## src/rtl/boot_loader.sv

```systemverilog
// Boot block: copies a parameter-held boot image into instruction memory
// over a ready-handshaked write port, holding the CPU until the copy is done.
module boot_loader #(
  parameter int DATA_WIDTH = 32,
  parameter int ADDR_WIDTH = 26,
  parameter int IMAGE_SIZE = 18,
  parameter int COPY_COUNT = 18,
  parameter logic [ADDR_WIDTH-1:0] DEST_BASE = '0,
  // Word 0 of the image occupies the most significant slot.
  parameter logic [IMAGE_SIZE*DATA_WIDTH-1:0] IMAGE_INIT = {
    32'h3C1D0000, 32'h37BD0400, 32'h3C080000, 32'h35080100,
    32'h3C090000, 32'h35290200, 32'h8D0A0000, 32'hAD2A0000,
    32'h21080004, 32'h21290004, 32'h2084FFFF, 32'h1480FFFA,
    32'h00000000, 32'h3C0B1000, 32'hAD600000, 32'h00000000,
    32'h00000000, 32'hFC000000
  },
  localparam int CW = $clog2(COPY_COUNT + 1)
) (
  input  logic                  clock,
  input  logic                  reset,
  input  logic                  start,
  input  logic                  mem_ready,
  output logic                  mem_we,
  output logic [ADDR_WIDTH-1:0] mem_addr,
  output logic [DATA_WIDTH-1:0] mem_data,
  output logic                  cpu_hold,
  output logic                  busy,
  output logic                  done,
  output logic [CW-1:0]         word_count,
  output logic [DATA_WIDTH-1:0] checksum
);

  typedef enum logic [1:0] {
    IDLE = 2'd0,
    LOAD = 2'd1,
    DONE = 2'd2
  } state_t;

  localparam logic [CW-1:0] L_LAST_IDX = CW'(COPY_COUNT - 1);

  state_t                r_state;
  logic [CW-1:0]         r_idx;
  logic [CW-1:0]         r_word_count;
  logic [DATA_WIDTH-1:0] r_checksum;
  logic                  r_mem_we;
  logic                  r_busy;
  logic                  r_done;
  logic                  r_cpu_hold;

  logic [DATA_WIDTH-1:0] w_rom_word;
  logic [ADDR_WIDTH-1:0] w_addr;
  logic                  w_load;

  // Indices past the image fall through to the last word (HALT padding).
  always_comb begin
    w_rom_word = IMAGE_INIT[0 +: DATA_WIDTH];
    for (int k = 0; k < IMAGE_SIZE; k++) begin
      if (32'(r_idx) == k)
        w_rom_word = IMAGE_INIT[(IMAGE_SIZE-1-k)*DATA_WIDTH +: DATA_WIDTH];
    end
  end

  assign w_addr = DEST_BASE + ADDR_WIDTH'(r_idx);
  assign w_load = (r_state == LOAD);

  assign mem_addr   = w_load ? w_addr : '0;
  assign mem_data   = w_load ? w_rom_word : '0;
  assign mem_we     = r_mem_we;
  assign busy       = r_busy;
  assign done       = r_done;
  assign cpu_hold   = r_cpu_hold;
  assign word_count = r_word_count;
  assign checksum   = r_checksum;

  always_ff @(posedge clock) begin
    if (reset) begin
      r_state      <= IDLE;
      r_idx        <= '0;
      r_word_count <= '0;
      r_checksum   <= '0;
      r_mem_we     <= 1'b0;
      r_busy       <= 1'b0;
      r_done       <= 1'b0;
      r_cpu_hold   <= 1'b1;
    end else begin
      unique case (r_state)
        IDLE: begin
          r_state      <= LOAD;
          r_idx        <= '0;
          r_word_count <= '0;
          r_checksum   <= '0;
          r_mem_we     <= 1'b1;
          r_busy       <= 1'b1;
          r_done       <= 1'b0;
          r_cpu_hold   <= 1'b1;
        end
        LOAD: begin
          if (mem_ready) begin
            r_checksum   <= r_checksum ^ w_rom_word;
            r_word_count <= r_word_count + CW'(1);
            r_idx        <= r_idx + CW'(1);
            if (r_idx == L_LAST_IDX) begin
              r_state    <= DONE;
              r_mem_we   <= 1'b0;
              r_busy     <= 1'b0;
              r_done     <= 1'b1;
              r_cpu_hold <= 1'b0;
            end
          end
        end
        DONE: begin
          if (start) begin
            r_state      <= LOAD;
            r_idx        <= '0;
            r_word_count <= '0;
            r_checksum   <= '0;
            r_mem_we     <= 1'b1;
            r_busy       <= 1'b1;
            r_done       <= 1'b0;
            r_cpu_hold   <= 1'b1;
          end
        end
        default: begin
          r_state    <= IDLE;
          r_mem_we   <= 1'b0;
          r_busy     <= 1'b0;
          r_done     <= 1'b0;
          r_cpu_hold <= 1'b1;
        end
      endcase
    end
  end

endmodule

```

## config.mk

```make
export PLATFORM = sky130hd
export DESIGN_NAME = boot_loader
export DESIGN_NICKNAME = d
export VERILOG_FILES = /design/src/rtl/boot_loader.sv
export SDC_FILE = /design/constraint.sdc
export NUM_CORES = 1
export LEC_CHECK = 0
export ABC_AREA = 1
export CORE_ASPECT_RATIO = 1.4
export CORE_MARGIN = 2
export CORE_UTILIZATION = 40
export DETAILED_ROUTE_END_ITERATION = 12
export PLACE_DENSITY = 0.72
export SYNTH_ARGS = -nofsm -noshare
export SYNTH_HDL_FRONTEND = slang
export SYNTH_SLANG_ARGS = --single-unit
```

## constraint.sdc

```tcl
create_clock -name clock -period 5.65 [get_ports clock]
set_input_delay 0.8475 -clock clock [delete_from_list [all_inputs] [get_ports clock]]
set_output_delay 0.8475 -clock clock [all_outputs]
set_load 0.02 [all_outputs]
```

# == Word level (Yosys, flattened, before mapping) ==
# Index checks and enable logic that the tools add are counted.
# op_classes
eq_ne,22
mux,41
addsub,2
reduce_logical,5
n_bitwise,1
# ops
cell,n
$mux W32,21
$pmux W32 S3,1
$eq A5 B4 Y1 const B,8
$xor A32 B32 Y32,1
$pmux W5 S3,2
$eq A5 B3 Y1 const B,4
$mux W5,4
$add A5 B1 Y5 const B,2
$eq A5 B2 Y1 const B,2
$eq A5 B5 Y1 const B,2
$mux W1,6
$mux W2,3
$pmux W2 S3,1
$reduce_and A3 Y1,2
$eq A5 B1 Y1 const B,1
$logic_not A5 Y1,1
$ne A2 B2 Y1 const B,2
$pmux W1 S2,2
$pmux W1 S3,1
$reduce_bool A3 Y1,1
$eq A2 B1 Y1 const B,1
$eq A2 B2 Y1 const B,1
$logic_not A2 Y1,1
$ne A2 B1 Y1 const B,1
# word_totals
word_cells,78
reg_bits,47

# == Longest topological paths before layout ==
# Gate-level depths: netlist (run 1).
# logic_depth
depth_word,22
depth_mapped,14
depth_no_buf,14

# == Worst setup path before layout (run 1) ==
# Ideal clock, no wire load.
# synth_path
kind,flip-flop to output port
startpoint,reg r_idx[0]
endpoint,out mem_data[11]
path_slack_ns,2.883
n_path_buf,1
path_stages_with_launch,10
arrival_ns,1.920
path_cell_list,dfxtp_1 inv_1 ha_1 inv_1 nor2_1 nand2_1 nand2_4 nand2_1 nor2_1 buf_4
# synth_via
elab_chain_cells,19
elab_cells_between_ends,35
cone_classes,17 x eq/ne; 18 x mux
# synth_lines
item,line_no,text
from (decl),42,logic [CW-1:0] r_idx;
from (signal assigned),101,r_idx <= r_idx + CW'(1);
$eq A5 B1 Y1,58,if (32'(r_idx) == k)
$mux W32 (16 in a row),58,
$mux W32 *,58,
$mux W32 *,67,assign mem_data = w_load ? w_rom_word : '0;
to (decl),25,"output logic [DATA_WIDTH-1:0] mem_data,"
# Mark *: on every way between the ends. The rest lies on a longest branch, timed or not.

# == Final worst setup path (run 1) ==
# Same ends and word-level chain as after synthesis.

==> metrics.cfg, run 1 <==
[outcome]
outcome=complete, no violations

[power]
pwr-share-clk=0.297
peakVddDrop_uv=155
pwr-share-comb=0.344
p_leak_nw=1.60
switchingPower_mw=0.360
switching_share=0.358
p_seq_frac=0.359
p_per_area_mw_per_mm2=277
intPower_mw=0.647

[setup_path]
slowest_delay_ns=0.71
arrival_ns=2.91
cp_max_fo=13
crit_path_top_delay_cell=clkdlybuf4s50_1
path_cells=ha_1 -> inv_1 -> nor2_1 -> ha_1 -> inv_1 -> nand2_1 -> nor2_1 -> clkdlybuf4s50_1
start_kind=flip-flop
cp-end-kind=primary output
crit_type=flip-flop to primary output
critPathBufInv=3
required_ns=4.80
critPathTopFamily=buffers and inverters

[timing]
hold_viol=0
skew_ns=0.0117
fin_tns_setup_ns=0
rsz0062_at_grt=false
worst_slack_ns=1.89
slew_violations=0
final.period_utilization=0.665
max-slew-margin-rel=0.303
setup_viol=0
fin_hold_ws_ns=0.451
finalCriticalPeriod_ns=3.76
fmax_ghz=0.266
worst_pin_slew_ns=1.04

[grt]
grt_util_all_layers=0.192
grt_max_degree=32
grt_overflow=0
antenna_found_initial=0
grt_pass1_vias=2509
grt_pass1_wl_mm=11.5

[final_layout]
multi_input_area_mm2=0.00147
num_antenna_cells=0
layout-drive-gt1-share=0.0571
area_delta_synth_final_pct=30.9
nFillCells=695
nNetsFinal=499
regArea_um2=921
layout_commonest_cell=nand2_1
fin_area_mm2=0.00363
layout_common_cells=92 x nand2_1, 81 x clkdlybuf4s50_1, 59 x nor2_1, 46 x dfxtp_1, 42 x a21oi_1

[job]
timing.max_cap.violations=0

[floorplan]
pin_count=103
coreArea_mm2=0.00666
die_y_um=103
rows=35
die-area_mm2=0.00764
die_width_um=74.4
start_util=0.417

[worst_hold_path]
hold_class=flip-flop to flip-flop

[clock_network]
clk_latency_ns=0.31
clk_path_buf_depth=2
cts.hold.buffers_added=0
htree_levels=2
root_buffer=clkbuf_8
path_clk_slew_ns=0.10
cts_setup_buffers=0
numCtsBuffers=5
cts.repair.resized=0
clock-sinks=46
cts_tree=built

[yosys]
synth_edf_count=0
yosysUniqueCellTypes=29
ys_ff_latch=46
yosysSeqAreaShare=0.332
synthFlopType=dfxtp_1
yosys_warnings=0
netlist_area_mm2=0.00278
syn_area_per_cell_um2=6.52
async_flop_share=0
synth_cells=426

[detailed_routing]
routed_wl_mm=7.20
vias=2760
avgViaCountPerCell=4.74
dr.pass1.iters=5
antenna_left=0
wire_per_inst_um=12.4
drc=0
drt_iter0_drc=160

[place]
dp_slack_ns=2.23
placed_area_mm2=0.00350
dp_hpwl_mm=5.51
port_buffers=81
place.gp.congestion=0.966

[worst register-to-register path, cell delays in order (launching register included)]
cell	delay (ns)
dfxtp_1	0.35
ha_1	0.26
inv_1	0.09
nor2_1	0.05
ha_1	0.26
inv_1	0.34
nand2_1	0.14
nor2_1	0.80
o21ai_0	0.20
a21oi_1	0.15
[kinds of logic after synthesis]
family                     share of synthesized area
and+or+nand+nor                                0.301
buffers and inverters                          0.167
AOI/OAI and AO/OA                              0.172
DFF                                            0.332
adders and majority gates                     0.0270
other                                        0.00135
[flip-flops by register name, indices dropped and copies added, names as in the netlist]
register    count
checksum       32
r_idx           5
word_count      5
r_state         2
busy            1
cpu_hold        1
[worst paths after layout]
kind	start	cells after the start	slack (ns)	end
worst max-delay path	r_idx[0]	8	1.89	mem_data[11]
worst min-delay path	checksum[0]	1	0.45	checksum[0]
worst max register to register	r_idx[0]	9	2.95	checksum[15]
worst min register to register	checksum[0]	1	0.45	checksum[0]
[power by group through the flow]
stage	combinational [mW]	clock (mW)	sequential [mW]
final	0.346	0.300	0.362
after CTS	0.346	0.306	0.362
after detailed placement	0.344	0	0.369
after floorplan	0.216	0	0.388
after global placement	0.343	0	0.368
after global routing	0.383	0.319	0.365
[cells in the mapped netlist (8+ instances only)]
cell	instances	area [µm²]
o21ai_0	24	120
nor3_1	11	55.1
nand3_1	17	85.1
a21oi_1	43	215
nand2_1	92	345
buf_4	32	240
clkbuf_1	8	30.0
inv_1	37	139
o21ai_1	10	50.1
nor2_1	60	225
dfxtp_1	46	921
[cell type report]
cell class                      instances  area share
Multi-Input combinational cell        310       0.406
Inverter                               43      0.0444
Sequential cell                        46       0.253
Tap cell                               92      0.0317
Timing Repair Buffer                   83       0.227
Clock inverter                          3      0.0189
Clock buffer                            5      0.0189
[layer usage]
metal	vias to the layer above	part of all wire	track usage
met5	-	0	0
li1	1441	-	-
met2	77	0.52	0.352
met4	0	0.022	0.0742
met3	9	0.044	0.0225
met1	1233	0.42	0.223
[metrics by stage]
stage	total power, mW	util	std cells
floorplan	0.604	-	446
global placement	0.712	0.525	574
detailed placement	0.714	0.525	574
CTS	1.01	0.546	582
global route	1.07	0.546	582
finish	1.01	0.546	582
Note: power is estimated with default switching activity, not from simulation.
==> run 2, diff against run 1 <==
- clock period: 5.65 -> 3.8 ns (I/O delays scaled with it)
==> metrics.cfg, run 2 (same netlist as run 1, synthesis figures left out) <==
[final_layout]
layout_common_cells=92 x nand2_1, 81 x clkdlybuf4s50_1, 59 x nor2_1, 46 x dfxtp_1, 42 x a21oi_1
area_delta_synth_final_pct=30.1
nFillCells=676
num_antenna_cells=0
layout-drive-gt1-share=0.0570
layout_commonest_cell=nand2_1
largest_register_ffs=32
fin_area_mm2=0.00361
multi_input_area_mm2=0.00147
nNetsFinal=500
regArea_um2=921

[floorplan]
die-area_mm2=0.00764
pin_count=103
rows=35
die_y_um=103
die_width_um=74.4
coreArea_mm2=0.00666
start_util=0.417

[timing]
worst_pin_slew_ns=1.09
slew_violations=0
hold_viol=0
rsz0062_at_grt=false
max-slew-margin-rel=0.268
fmax_ghz=0.291
setup_viol=0
fin_hold_ws_ns=0.446
finalCriticalPeriod_ns=3.44
worst_slack_ns=0.359
skew_ns=0.00351
final.period_utilization=0.906
fin_tns_setup_ns=0

[detailed_routing]
routed_wl_mm=7.10
drc=0
antenna_left=0
wire_per_inst_um=12.2
dr.pass1.iters=4
vias=2815
avgViaCountPerCell=4.83
drt_iter0_drc=161

[place]
port_buffers=81
placed_area_mm2=0.00350
place.gp.congestion=0.942
dp_hpwl_mm=5.42
dp_slack_ns=0.679

[setup_path]
critPathTopFamily=buffers and inverters
crit_path_top_delay_cell=clkdlybuf4s50_1
reg2regPathDepth=9
r2r-start=r_idx[0]
path_depth=8
cp_max_fo=13
required_ns=3.23
start_kind=flip-flop
cp-end-kind=primary output
crit_type=flip-flop to primary output
arrival_ns=2.87
path_cells=ha_1 -> inv_1 -> nor2_1 -> ha_1 -> inv_1 -> nand2_1 -> nor2_1 -> clkdlybuf4s50_1
critPathBufInv=3
reg2reg_to=checksum[6]
rrSetupSlack_ns=1.09
slowest_delay_ns=0.70

[grt]
grt_pass1_vias=2494
grt_util_all_layers=0.186
grt_overflow=0
antenna_found_initial=0
grt_max_degree=26
grt_pass1_wl_mm=11.3

[clock_network]
clk_path_buf_depth=2
numCtsBuffers=5
root_buffer=clkbuf_8
cts.repair.resized=0
cts.hold.buffers_added=0
cts_tree=built
clock-sinks=46
path_clk_slew_ns=0.09
cts_setup_buffers=0
htree_levels=2
clk_latency_ns=0.29

[power]
p_seq_frac=0.380
peakVddDrop_uv=250
switchingPower_mw=0.521
pwr-share-clk=0.256
p_leak_nw=1.59
pwr-share-comb=0.364
switching_share=0.367
intPower_mw=0.897
power_mw=1.42
p_per_area_mw_per_mm2=392

[worst_hold_path]
whs_path_depth=1
holdCritStartpoint=checksum[5]
whs_endpoint=checksum[5]
hold_class=flip-flop to flip-flop

[job]
timing.max_cap.violations=0

[outcome]
outcome=complete, no violations

[run 2: changes by cell type in the layout (fill, tap and decap cells not counted)]
cell,delta
buf_4,+1
bufinv_16,-1
clkbuf_1,+1
clkinv_4,-1
clkinvlp_4,+1
[run 2: final cells by class]
type                       instances  share of cell area
sequential                        46               0.255
clock inverter                     2              0.0104
clock buffer                       6              0.0201
inverter                          43              0.0447
tap                               92              0.0318
multi-input combinational        310               0.408
timing repair buffer              84               0.231
[run 2: per-layer routing]
metal	routed length, µm	global-route usage	part of all wire
met1	3000	0.224	0.42
met3	361	0.0215	0.051
met5	0	0	0
met2	3580	0.331	0.50
met4	151	0.0769	0.021
[run 2: power by group through the flow]
stage	logic (mW)	clock network (mW)	registers, mW
after floorplan	0.321	0	0.577
after global placement	0.511	0	0.548
after detailed placement	0.513	0	0.550
after CTS	0.514	0.375	0.539
after global routing	0.567	0.392	0.545
final	0.516	0.363	0.538
[run 2: how the worst max path moves through the flow]
stage	startpoint	endpoint	slack [ns]
floorplan	r_idx[0]	mem_data[11]	1.31
global placement	r_idx[0]	mem_data[7]	0.81
detailed placement	r_idx[0]	mem_data[11]	0.68
CTS	r_idx[0]	mem_data[11]	0.33
global route	r_idx[0]	mem_data[5]	0.002
finish	r_idx[0]	mem_data[11]	0.36
[run 2: per-stage QoR]
step	instances	utilization
3_5_place_dp	575	0.527
6_report	583	0.543
5_1_grt	583	0.543
3_3_place_gp	575	0.527
2_1_floorplan	446	-
4_1_cts	583	0.543
==> run 3, diff against run 2 <==
- GPL_TIMING_DRIVEN: not set -> 0
==> metrics.cfg, run 3 (same netlist as run 1, synthesis figures left out) <==
[detailed_routing]
wire_per_inst_um=13.0
dr_wl_met3_um=353
drt_iter0_drc=99
avgViaCountPerCell=4.71
vias=2956
routed.top_layer=met4
routed_wl_mm=8.15
wl_met1_mm=3.35
antenna_left=0
drc=0
route.met2.wl_mm=4.22
dr.pass1.iters=4

[job]
timing.max_cap.violations=0

[final_layout]
num_antenna_cells=0
regArea_um2=921
layout-drive-gt1-share=0.112
layout_common_cells=92 x nand2_1, 81 x clkdlybuf4s50_1, 60 x nor2_1, 46 x dfxtp_1, 43 x a21oi_1
nNetsFinal=544
nFillCells=698
multi_input_area_mm2=0.00147
post-route-util=0.584
largest_register_ffs=32
fin_cells=627
area_delta_synth_final_pct=40.0
layout_commonest_cell=nand2_1
fin_area_mm2=0.00389

[timing]
worst_slack_ns=0.317
final.period_utilization=0.917
hold_viol=0
fin_tns_setup_ns=0
finalCriticalPeriod_ns=3.48
rsz0062_at_grt=false
skew_ns=0.00911
worst_pin_slew_ns=0.649
setup_viol=0
slew_violations=0
fmax_ghz=0.287
max-slew-margin-rel=0.567
fin_hold_ws_ns=0.450

[floorplan]
die_width_um=74.4
start_util=0.417
die-area_mm2=0.00764
rows=35
die_y_um=103
coreArea_mm2=0.00666
pin_count=103

[power]
switching_share=0.374
switchingPower_mw=0.548
pwr-share-clk=0.256
peakVddDrop_uv=252
intPower_mw=0.915
pwr-share-comb=0.375
power_mw=1.46
p_per_area_mw_per_mm2=376
p_seq_frac=0.368
p_leak_nw=1.79

[outcome]
outcome=complete, no violations

[clock_network]
root_buffer=clkbuf_8
clock-sinks=46
cts.repair.resized=0
cts_setup_buffers=0
clk_latency_ns=0.31
htree_levels=2
path_clk_slew_ns=0.09
cts_tree=built
cts.hold.buffers_added=0
clk_path_buf_depth=2
numCtsBuffers=5

[worst_hold_path]
hold_class=flip-flop to flip-flop

[grt]
grt_util_all_layers=0.220
grt_pass1_vias=2772
grt_max_degree=15
grt_overflow=0
antenna_found_initial=0
grt_pass1_wl_mm=12.9

[setup_path]
cp-end-kind=primary output
rrSetupSlack_ns=1.57
crit_type=flip-flop to primary output
required_ns=3.23
arrival_ns=2.91
start_kind=flip-flop
cp_max_fo=10

[place]
placed_area_mm2=0.00378
dp_slack_ns=0.654
place.gp.congestion=0.897
dp.cells=619
dp_hpwl_mm=6.42
port_buffers=81

==> run 3: cell types whose count changed in the layout (fill, tap and decap cells not counted) <==
cell	change
nor2_1	+1
buf_2	+5
buf_1	+2
nor2_2	-1
clkbuf_1	+8
buf_4	+29
a21oi_2	-1
a21oi_1	+1
==> run 3: cell type report <==
type,instances,share of cell area
inverter,43,0.0415
multi-input combinational,310,0.377
buffer,47,0.0779
tap,92,0.0296
timing repair buffer,81,0.208
clock inverter,2,0.00965
sequential,46,0.237
clock buffer,6,0.0187
==> run 3: worst paths after layout <==
check,startpoint,to,depth (start not counted)
min reg2reg,checksum[11],checksum[11],1
max,r_idx[0],mem_data[3],10
max reg2reg,r_idx[0],checksum[0],10
min,checksum[11],checksum[11],1
==> run 3: critical path, cell delays in order (launching register included) <==
cell,delay [ns]
dfxtp_1,0.35
inv_1,0.16
ha_1,0.21
inv_1,0.05
nor2_1,0.16
nand2_1,0.19
nand2_4,0.14
nand2_1,0.10
nor2_1,0.44
buf_4,0.20
clkdlybuf4s50_1,0.60
==> run 3: routing by layer <==
layer | vias to the layer above | GRT usage
met3 | 17 | 0.0244
li1 | 1534 | -
met1 | 1318 | 0.250
met5 | - | 0
met4 | 0 | 0.0962
met2 | 87 | 0.406
==> run 3: power groups by stage <==
| stage | Combinational, mW | Clock (mW) | Sequential [mW] |
|---|---|---|---|
| 2_1_floorplan | 0.321 | 0 | 0.577 |
| 3_3_place_gp | 0.544 | 0 | 0.548 |
| 3_5_place_dp | 0.549 | 0 | 0.550 |
| 4_1_cts | 0.550 | 0.380 | 0.539 |
| 5_1_grt | 0.603 | 0.403 | 0.544 |
| 6_report | 0.549 | 0.375 | 0.539 |
